$ cat src/rtl/pcs_tx_scr_gearbox.sv
// 10GBASE-R transmit scrambler (1 + x^39 + x^58) plus 66b->64b gearbox.
// The scrambler acts on the payload only; the 2-bit sync header bypasses it.
module pcs_tx_scr_gearbox #(
  parameter int               DATA_W   = 64,
  parameter int               SCR_W    = 58,
  parameter logic [SCR_W-1:0] SCR_INIT = 58'h3ff_ffff_ffff_ffff,
  parameter int               SEQ_N    = 33,
  parameter int               SEQ_W    = 6
) (
  input  logic              clk,
  input  logic              nreset,
  input  logic              valid_i,
  input  logic              head_v_i,
  input  logic [1:0]        sync_head_i,
  input  logic [DATA_W-1:0] data_i,
  output logic              ready_o,
  output logic              valid_o,
  output logic [DATA_W-1:0] data_o,
  output logic [SEQ_W-1:0]  seq_o,
  output logic              err_o
);

  localparam int               TAP   = 39;
  localparam logic [SEQ_W-1:0] FLUSH = SEQ_W'(SEQ_N - 1);

  logic [SEQ_W-1:0]    seq;
  logic [DATA_W-1:0]   res;
  logic [SCR_W-1:0]    scr_state;
  logic                err;
  logic                accept;
  logic                hdr_bad;
  logic [DATA_W-1:0]   scr;
  logic [SCR_W-1:0]    scr_next;
  logic [DATA_W+1:0]   blk;
  logic [2*DATA_W-1:0] cat;

  // Handshake: a block transfers on any cycle with valid_i & ready_o; the
  // encoder holds its block while ready_o is low (the flush slot, seq 32).
  assign ready_o = (seq != FLUSH);
  assign accept  = valid_i & ready_o;
  assign hdr_bad = ~head_v_i | (sync_head_i == 2'b00) | (sync_head_i == 2'b11);
  assign seq_o   = seq;
  assign err_o   = err;

  // Scrambler history: low SCR_W bits are the state (newest bit at the top),
  // followed by the freshly scrambled bits so both taps index one vector.
  always_comb begin : scramble
    logic [SCR_W+DATA_W-1:0] hist;
    hist = {{DATA_W{1'b0}}, scr_state};
    for (int i = 0; i < DATA_W; i++) begin
      hist[SCR_W+i] = data_i[i] ^ hist[SCR_W+i-TAP] ^ hist[i];
    end
    scr      = hist[SCR_W+DATA_W-1:SCR_W];
    scr_next = hist[SCR_W+DATA_W-1:DATA_W];
  end

  // At seq n the residual holds 2n bits; the new block lands just above them.
  assign blk = {scr, sync_head_i};
  assign cat = ({{(DATA_W-2){1'b0}}, blk} << {seq, 1'b0}) | {{DATA_W{1'b0}}, res};

  always_ff @(posedge clk or negedge nreset) begin
    if (!nreset) begin
      seq       <= '0;
      res       <= '0;
      scr_state <= SCR_INIT;
      data_o    <= '0;
      valid_o   <= 1'b0;
      err       <= 1'b0;
    end else if (seq == FLUSH) begin
      data_o  <= res;
      valid_o <= 1'b1;
      res     <= '0;
      seq     <= '0;
    end else if (accept) begin
      data_o    <= cat[DATA_W-1:0];
      res       <= cat[2*DATA_W-1:DATA_W];
      scr_state <= scr_next;
      valid_o   <= 1'b1;
      seq       <= seq + SEQ_W'(1);
      if (hdr_bad) err <= 1'b1;
    end else begin
      valid_o <= 1'b0;
    end
  end

endmodule

$ cat config.mk
export PLATFORM = sky130hd
export DESIGN_NAME = pcs_tx_scr_gearbox
export DESIGN_NICKNAME = d
export VERILOG_FILES = /design/src/rtl/pcs_tx_scr_gearbox.sv
export SDC_FILE = /design/constraint.sdc
export NUM_CORES = 1
export LEC_CHECK = 0
export BUFFER_PORTS_ARGS = -buffer_cell sky130_fd_sc_hd__buf_2
export CAP_MARGIN = 40
export CORE_MARGIN = 2
export CORE_UTILIZATION = 39
export DETAILED_ROUTE_END_ITERATION = 10
export GPL_TIMING_DRIVEN = 0
export PLACE_DENSITY = 0.67
export SYNTH_ARGS = -nofsm -noshare
export SYNTH_HDL_FRONTEND = slang
export SYNTH_SLANG_ARGS = --single-unit
$ cat constraint.sdc
create_clock -name clk -period 7.5 [get_ports clk]
set_clock_uncertainty 0.1 [all_clocks]
set_input_delay 1.125 -clock clk [delete_from_list [all_inputs] [get_ports clk]]
set_output_delay 1.125 -clock clk [all_outputs]
set_load 0.03 [all_outputs]
==> summary.txt <==
Outcome
  – Status: finished, final reports clean

Placement
  – Hpwl dp: 57500 µm
  – GP Congestion: 1.03
  – Buffers added on ports: 141

GRT
  – Congestion Overflow GR: 0
  – GRT Overall Usage: 40.5%
  – First-pass GRT wire length: 103000 µm
  – Vias in the first global route: 13600
  – Initial antenna violation count: 2
  – Largest net degree at the start of global routing: around 110

Setup path
  – Critical path required time: 7.78 ns
  – Critical path type: register to register
  – Worst Setup End Kind: register
  – CP delay by family, top: simple AND/OR/NAND/NOR gates
  – Worst setup SP type: register
  – CP max stage cell: nor2_1
  – CP Cell Sequence: clkbuf_1 > inv_2 > buf_1 > ha_1 > and3_1 > clkbuf_1 > nor2_1 > nand2_1 > nor2_1 > a22oi_1 > o211ai_1
  – Worst path bufs/invs: 4
  – Worst EP arrival: 5.55 ns
  – Max FO, Critical Path: 10
  – Worst path max stage delay: 0.87 ns

Clocking
  – H-tree depth: 4
  – CTS tree: yes
  – Post-cts gate resize count: 0
  – Worst skew pair latency: 0.49 ns
  – Setup Fix Bufs, Post-CTS: 0
  – CTS root buf: clkbuf_16
  – Inserted Clock Buffers: 17
  – Clock buffer depth: 2
  – Clock transition at path regs: approximately 0.080 ns
  – Total clock sinks: ~190
  – CTS hold repair buffers: 0

Yosys
  – Async S/R FF share, synth: 100%
  – Post-Syn Instances: 1446
  – Area of the mapped netlist: between 10000 and 15000 µm²
  – Synth cell types: 83
  – Seq cells post-synth: 194
  – Mean post-synth cell area: 9.54 µm²
  – Top-area cell type share of the netlist area: around 25%
  – Synth Flop Type: dfrtp_1
  – Yosys warns: 0
  – Sequential share of the synthesized area: 35.7%
  – Number of flops mapped to enable cells by yosys: 0
  – Synth top area cells: dfrtp_1 (25%), dfstp_2 (11%), xnor3_1 (6.5%), nand2_1 (4.8%), mux2i_1 (4.7%)
  – Syn Nets: approximately 1500
  – Biggest area consumer among synthesized cells: dfrtp_1

Min path
  – HP Class: register to register

Timing
  – Setup violations, final: 0
  – Setup TNS: 0 ns
  – Worst Tran Pin Value: 1.33 ns
  – Pins Over Slew Limit: 0
  – Final hold violations: 0
  – RSZ-0062 raised after global routing: false
  – Tmin final: 5.27 ns
  – Worst slew margin: approximately an eighth
  – Maximum clock rate: 0.190 GHz
  – Final period utilization: 70.3%

Drt
  – Met3 wire length: approximately 9200 µm
  – Drt initial violations: roughly 2400
  – # DRC: 0
  – Uppermost layer routed: met4
  – 1st-pass router iterations: 6
  – Routed WL per cell: between 30 and 40 µm
  – Drt total wl: 73800 µm
  – Met2 Wirelength: 30200 µm
  – Total number of vias: 14200
  – Routed vias/inst: 6.78
  – Antenna violation net count after detailed routing: 0
  – Wl on met1: ~32000 µm

Floorplan
  – Rows: just under 70
  – Die area: roughly 37000 µm²
  – Die height: 192 µm
  – CORE AREA: 34700 µm²
  – Die Wd: 192 µm
  – Starting Density: between 30% and 40%
  – Ports: 143

Cells and area
  – Nets@finish: 1700
  – Share of cells above drive strength 1: 20.4%
  – Ant diodes: 0
  – Area Growth Syn to Fin: 14.8%

Run
  – Max cap viols: 0
[logic make-up (layout without fill, tap and decap cells)]
kind of cell,after synthesis,count (layout),share of synthesized area [%]
AOI/OAI and AO/OA,511,511,24.7
xor gates and xnor gates,116,116,12.9
adders and majority gates,2,2,0.181
buffers and inverters,122,315,3.46
DFF,194,194,35.7
muxes,119,119,11.4
and+or+nand+nor,382,382,11.7
[Yosys cell counts (24+ instances only)]
cell type	number
a22o_1	24
xnor2_1	49
o22ai_1	30
clkbuf_1	77
a22oi_1	41
dfrtp_1	136
mux4_2	26
o21ai_0	126
mux2_2	26
o21ai_1	44
nand2_1	175
mux2i_1	65
a21oi_1	71
xnor3_1	40
dfstp_2	58
nor2_1	121
[cell type report]
class / count / area [µm²]
multi-input cells: 1130 / 8390
well taps: 455 / 569
inverters: 15 / 56.3
repair buffers: 163 / 927
flip-flops and latches: 194 / 4930
fillers: 3448 / 18900
plain buffers: 107 / 422
clock buffers: 17 / 425
clock inverters: 13 / 123
[placed cells by master (no fill, tap or decap), drive strengths merged, types with 12 or more instances in the layout]
| master | Yosys | routed |
|---|---|---|
| mux4 | 27 | 27 |
| inv | 10 | 17 |
| nor3 | 18 | 18 |
| nor2 | 121 | 121 |
| buf | 30 | 191 |
| clkbuf | 77 | 96 |
| o21a | 12 | 12 |
| dfrtp | 136 | 136 |
| xnor2 | 52 | 52 |
| o221ai | 13 | 13 |
| dfstp | 58 | 58 |
| xnor3 | 42 | 42 |
| a31oi | 13 | 13 |
| nand3 | 18 | 18 |
| o22ai | 30 | 30 |
| a22oi | 41 | 41 |
| a21oi | 71 | 71 |
| a221oi | 16 | 16 |
| a22o | 24 | 24 |
| o211ai | 15 | 15 |
| mux2i | 65 | 65 |
| nand2 | 175 | 175 |
| mux2 | 27 | 27 |
| o21ai | 170 | 170 |
[worst register-to-register path: stages (launching register included)]
cell and delay, ns:
dfrtp_1 0.39, clkbuf_1 0.55, inv_2 0.30, buf_1 0.43, ha_1 0.36, and3_1 0.15, clkbuf_1 0.30, nor2_1 0.73
nand2_1 0.65, nor2_1 0.88, a22oi_1 0.20, o211ai_1 0.15
[routing by layer]
| layer | up-vias | global-route usage (%) |
|---|---|---|
| met2 | 1078 | 57.5 |
| met4 | 0 | 14.7 |
| li1 | 5756 | - |
| met3 | 196 | 12.1 |
| met5 | - | 0 |
| met1 | 7177 | 57.8 |
[final timing paths]
check	start	slack, ns	endpoint	cells after the start
max	seq_o[1]	2.23	res[51]	11
min	err_o	0.37	err_o	1
max reg2reg	seq_o[1]	2.23	res[51]	11
min reg2reg	err_o	0.37	err_o	1
max in group asynchronous	nreset	5.72	res[0]	2
min in group asynchronous	nreset	0.57	data_o[48]	1
[through the flow]
stage / utilization, % / hold WS (ns) / cell area [µm²] / setup slack, ns / cells
6_report: 45.6 / 0.371 / 15800 / 2.23 / 2094
5_1_grt: 45.6 / 0.398 / 15800 / 2.17 / 2094
4_1_cts: 45.6 / 0.374 / 15800 / 2.42 / 2092
3_5_place_dp: 44.0 / 0.356 / 15300 / 2.54 / 2062
3_3_place_gp: 43.4 / 0.350 / 15100 / 1.79 / 2042
2_1_floorplan: - / 0.347 / 13800 / 3.90 / 1446
[registers in the layout (all words and copies together) (netlist names)]
register,count
data_o,64
err_o,1
res,64
scr_state,58
valid_o,1
seq_o,6
Power is left out: the tool's default activity adds up to more than one toggle a clock period on the data nets, which glitch-free logic cannot reach.
